File: src/rtl/ser_tx_pkg.sv
// Shared types and constants for the NRZ serial transmitter.
// State encodings, parity modes and the counter width helper.
package ser_tx_pkg;

    localparam logic [2:0] S_IDLE  = 3'd0;
    localparam logic [2:0] S_START = 3'd1;
    localparam logic [2:0] S_DATA  = 3'd2;
    localparam logic [2:0] S_PAR   = 3'd3;
    localparam logic [2:0] S_STOP  = 3'd4;

    localparam int PAR_NONE = 0;
    localparam int PAR_EVEN = 1;
    localparam int PAR_ODD  = 2;

    // Width for a counter holding 0..n-1; never narrower than one bit.
    function automatic int cnt_w(input int n);
        return (n <= 1) ? 1 : $clog2(n);
    endfunction

endpackage

File: src/rtl/ser_tx_bit_timer.sv
// Loadable down-counter that paces each serial bit for DIV cycles.
// Reloads DIV-1 on load and stops at zero.
module ser_tx_bit_timer
    import ser_tx_pkg::*;
#(
    parameter int DIV = 4
) (
    input  logic C,
    input  logic R,
    input  logic load,
    input  logic enable,
    output logic zero
);

    localparam int W = cnt_w(DIV);
    localparam logic [W-1:0] RELOAD = W'(DIV - 1);

    logic [W-1:0] cnt;

    always_ff @(posedge C or negedge R) begin
        if (!R) begin
            cnt <= '0;
        end else if (load) begin
            cnt <= RELOAD;
        end else if (enable && (cnt != '0)) begin
            cnt <= cnt - W'(1);
        end
    end

    assign zero = (cnt == '0);

endmodule

File: src/rtl/ser_tx_nrz.sv
// Framed NRZ transmitter: start bit, data LSB-first, optional parity, stop.
// Every line level comes straight from a flop so the pad never glitches.
module ser_tx_nrz
    import ser_tx_pkg::*;
#(
    parameter int DATA_W = 8,
    parameter int DIV    = 4,
    parameter int PARITY = 0
) (
    input  logic              C,
    input  logic              R,
    input  logic [DATA_W-1:0] D,
    input  logic              LOAD_VALID,
    output logic              LOAD_READY,
    output logic              TXD,
    output logic              BUSY,
    output logic              DONE
);

    localparam int  IW     = cnt_w(DATA_W);
    localparam bit  PAR_ON = (PARITY == PAR_EVEN) || (PARITY == PAR_ODD);
    localparam logic [IW-1:0] LAST_IDX = IW'(DATA_W - 1);

    logic [2:0]        state;
    logic [DATA_W-1:0] sh;
    logic [DATA_W-1:0] sh_nx;
    logic [IW-1:0]     idx;
    logic              par_bit;
    logic              par_nx;
    logic              txd_q;
    logic              done_q;
    logic              zero;
    logic              accept;
    logic              tick;
    logic              tmr_load;
    logic              tmr_en;

    assign LOAD_READY = (state == S_IDLE)
                     || ((state == S_STOP) && zero);
    assign accept     = LOAD_VALID && LOAD_READY;
    assign tick       = (state != S_IDLE) && zero;
    assign sh_nx      = sh >> 1;
    assign par_nx     = (PARITY == PAR_ODD) ? ~(^D) : (^D);

    // Leaving STOP for IDLE keeps the timer parked at zero.
    assign tmr_load = accept || (tick && (state != S_STOP));
    assign tmr_en   = (state != S_IDLE);

    ser_tx_bit_timer #(
        .DIV(DIV)
    ) u_timer (
        .C      (C),
        .R      (R),
        .load   (tmr_load),
        .enable (tmr_en),
        .zero   (zero)
    );

    always_ff @(posedge C or negedge R) begin
        if (!R) begin
            state   <= S_IDLE;
            sh      <= '0;
            idx     <= '0;
            par_bit <= 1'b0;
            txd_q   <= 1'b1;
            done_q  <= 1'b0;
        end else begin
            done_q <= tick && (state == S_STOP);
            if (accept) begin
                sh      <= D;
                par_bit <= par_nx;
                idx     <= '0;
                state   <= S_START;
                txd_q   <= 1'b0;
            end else if (tick) begin
                unique case (state)
                    S_START: begin
                        state <= S_DATA;
                        idx   <= '0;
                        txd_q <= sh[0];
                    end
                    S_DATA: begin
                        if (idx == LAST_IDX) begin
                            if (PAR_ON) begin
                                state <= S_PAR;
                                txd_q <= par_bit;
                            end else begin
                                state <= S_STOP;
                                txd_q <= 1'b1;
                            end
                        end else begin
                            idx   <= idx + IW'(1);
                            sh    <= sh_nx;
                            txd_q <= sh_nx[0];
                        end
                    end
                    S_PAR: begin
                        state <= S_STOP;
                        txd_q <= 1'b1;
                    end
                    default: begin
                        state <= S_IDLE;
                        txd_q <= 1'b1;
                    end
                endcase
            end
        end
    end

    assign TXD  = txd_q;
    assign DONE = done_q;
    assign BUSY = (state != S_IDLE);

endmodule

File: config.mk
export PLATFORM = sky130hd
export DESIGN_NAME = ser_tx_nrz
export DESIGN_NICKNAME = d
export VERILOG_FILES = /design/src/rtl/ser_tx_pkg.sv /design/src/rtl/ser_tx_bit_timer.sv /design/src/rtl/ser_tx_nrz.sv
export SDC_FILE = /design/constraint.sdc
export NUM_CORES = 1
export LEC_CHECK = 0
export CAP_MARGIN = 20
export CORE_ASPECT_RATIO = 0.9
export CORE_MARGIN = 3
export CORE_UTILIZATION = 45
export DETAILED_ROUTE_END_ITERATION = 10
export DONT_BUFFER_PORTS = 1
export PLACE_DENSITY = 0.71
export SYNTH_ARGS = -nofsm -noshare
export SYNTH_HDL_FRONTEND = slang
export SYNTH_SLANG_ARGS = --single-unit
File: constraint.sdc
create_clock -name C -period 1.85 [get_ports C]
set_input_delay 0.37 -clock C [delete_from_list [all_inputs] [get_ports C]]
set_output_delay 0.37 -clock C [all_outputs]
set_load 0.03 [all_outputs]
==> flow_summary.json <==
{
  "start_util": 0.499,
  "port_buffers": 0,
  "end_kind": "primary output",
  "max_stage_delay_ns": 0.41,
  "synth_top_cell_by_area": "dfrtp_1",
  "antenna_cells": 0,
  "cts_sinks": 18,
  "p_per_area_nw_per_um2": 1740,
  "die_x_um": 55.7,
  "grt_pass1_vias": 755,
  "die_h_um": 50.8,
  "antenna_found_initial": 0,
  "path_max_fanout": 10,
  "ys_ff_latch": 18,
  "num_vias": 834,
  "cts_tree": "built",
  "synth_cell_types": 38,
  "multi_input_area_um2": 473,
  "post_drt_wl_per_cell_um": 16.2,
  "hold_depth": 2,
  "place.gp.congestion": 0.839,
  "pin_count": 15,
  "finalMaxSlewViolations": 0,
  "hp-class": "in -> reg",
  "yosys-top-cells-area": "dfrtp_1 42%, o21ai_0 6.0%, nor4_1 5.0%",
  "cp_cell_sequence": "or2_1, buf_6, nor2_1, buf_4",
  "nets": 125,
  "syn_nets": 122,
  "num_rows": 15,
  "detail-route-antenna-nets": 0,
  "synth_area_per_cell_um2": 9.28,
  "crit_arrival_ns": 1.40,
  "syn_inst": 108,
  "numCtsBuffers": 3,
  "area_delta_synth_final_pct": 8.49,
  "fin_crit_sh": 0.954,
  "syn_area_um2": 1000,
  "seq_area_um2": 454,
  "total_power_mw": 1.89,
  "finalHoldViolations": 0,
  "finalClockSkew_ns": 0.0156,
  "htree_num_levels": 1,
  "vias_per_cell": 6.18,
  "cts_root_buffer": "clkbuf_4",
  "maxCapViolations": 0,
  "grt_pass1_wl_um": 3680,
  "hpwl_um": 1530,
  "drive_gt1_frac": 0.136,
  "p_leak_nw": 0.467,
  "crit_slowest_cell": "dfrtp_2",
  "rsz0062_at_grt": "no",
  "placed_cell_area_um2": 1010,
  "finalSetupViolCount": 0,
  "tightest_slew_ns": 0.822,
  "yosys_warnings": 0,
  "startpoint_type": "flip-flop",
  "grt_overflow": 0,
  "period_minus_slack_ns": 1.77,
  "peakVddDrop_v": 0.00108,
  "clkTransAtPathRegs_ns": 0.12,
  "reg2reg_depth": 5,
  "grt_max_degree": 19,
  "grt.total_usage": 0.168,
  "critPathKind": "reg -> out",
  "max-slew-margin-rel": 0.450,
  "clock.fmax_mhz": 566,
  "cts_buffer_depth": 2,
  "mostFrequentLayoutCells": "15 x dfrtp_1, 12 x o21ai_0, 8 x nor4_1",
  "layout_commonest_cell": "dfrtp_1",
  "firstDrtPassIters": 4,
  "synth_top_area_frac": 0.424,
  "fin_tns_setup_ns": 0,
  "drtIter0Drc": 27,
  "fillers": 169,
  "final_area_um2": 1090,
  "status": "finished, final reports clean",
  "coreArea_um2": 2010,
  "yosysSeqAreaShare": 0.451,
  "routed_wl_um": 2180,
  "fp.dieArea_um2": 2830,
  "clkLatencyLatePin_ns": 0.31,
  "drc": 0,
  "worstPathRequired_ns": 1.48
}
## kinds of logic (layout without fill, tap and decap cells)
group	after synthesis	in the layout	share of synthesized area
AOI/OAI and AO/OA	33	33	0.211
adders and majority gates	3	3	0.0375
buffers and inverters	17	19	0.0849
DFF	18	18	0.451
muxes	2	2	0.0200
and+or+nand+nor	35	35	0.196
## registers in the layout, summed over array words and instances, names as in the netlist
signal,cells
u_timer.cnt,2
state,3
sh,8
TXD,1
idx,3
DONE,1
## final timing paths
path                           startpoint        endpoint  slack (ns)
max                              state[1]      LOAD_READY        0.08
min                                  D[7]           sh[7]        0.20
max reg2reg                        idx[0]           sh[1]        0.17
min reg2reg                u_timer.cnt[0]  u_timer.cnt[0]        0.48
max in group asynchronous               R        state[1]        0.71
min in group asynchronous               R  u_timer.cnt[1]        0.59
## worst max-delay path, delay by kind of cell, from the launching register on
kind / cells / cell delay, ns
buffers and inverters: 2 / 0.32
flip-flops: 1 / 0.41
AND/OR/NAND/NOR: 2 / 0.35
## cell usage after synthesis (all sizes together)
| cell type | count |
|---|---|
| mux2i | 2 |
| clkinv | 1 |
| o21a | 1 |
| a31oi | 7 |
| ha | 3 |
| and2 | 1 |
| o22a | 1 |
| or3 | 2 |
| a221oi | 1 |
| a21oi | 1 |
| a21boi | 1 |
| buf | 5 |
| and2b | 1 |
| o21ai | 13 |
| nor4 | 8 |
| o22ai | 1 |
| clkbuf | 5 |
| nor2 | 6 |
| nand2b | 2 |
| o2bb2ai | 2 |
| a32oi | 1 |
| a21o | 1 |
| nand2 | 1 |
| and3 | 1 |
| nor2b | 1 |
| nand3 | 7 |
| and3b | 1 |
| nor3 | 1 |
| dfrtp | 17 |
| nand3b | 1 |
| or2 | 2 |
| a22oi | 1 |
| dfstp | 1 |
| inv | 6 |
| o32ai | 2 |
## metal layers
metal	vias to the layer above	track usage	routed length (um)
li1	401	-	-
met4	0	0.0243	9
met5	-	0	0
met1	408	0.230	1030
met3	2	0.0643	127
met2	23	0.258	1020
## stage by stage
step                      utilization  hold WS [ns]  setup WS, ns  cells
after floorplan                     -        0.0744        0.0942    108
after CTS                       0.537         0.185        0.0617    135
after global placement          0.504        0.0748         0.223    128
final                           0.541         0.195        0.0845    135
after global routing            0.541         0.173       0.00293    135
after detailed placement        0.504        0.0748         0.188    128
## layout make-up
cell class                 instances  area share
clock buffer                       4      0.0334
inverter                           7      0.0242
multi-input combinational         73       0.435
sequential                        18       0.418
tap                               25      0.0288
timing repair buffer               8      0.0610
## power breakdown
group / switching (mW) / internal, mW / leakage [nW]
combinational: 0.536 / 0.381 / 0.227
clock: 0.133 / 0.120 / 0.0210
sequential: 0.140 / 0.584 / 0.219
total: 0.809 / 1.09 / 0.467
## timing repair
action / in CTS / in global routing
hold buffers: 1 / 0
setup buffers: 2 / 0
resized for setup: 3 / 2
endpoints found under the hold margin: 18 / 0
setup endpoints to repair: 1 / 1
Note: power is estimated with default switching activity, not from simulation.
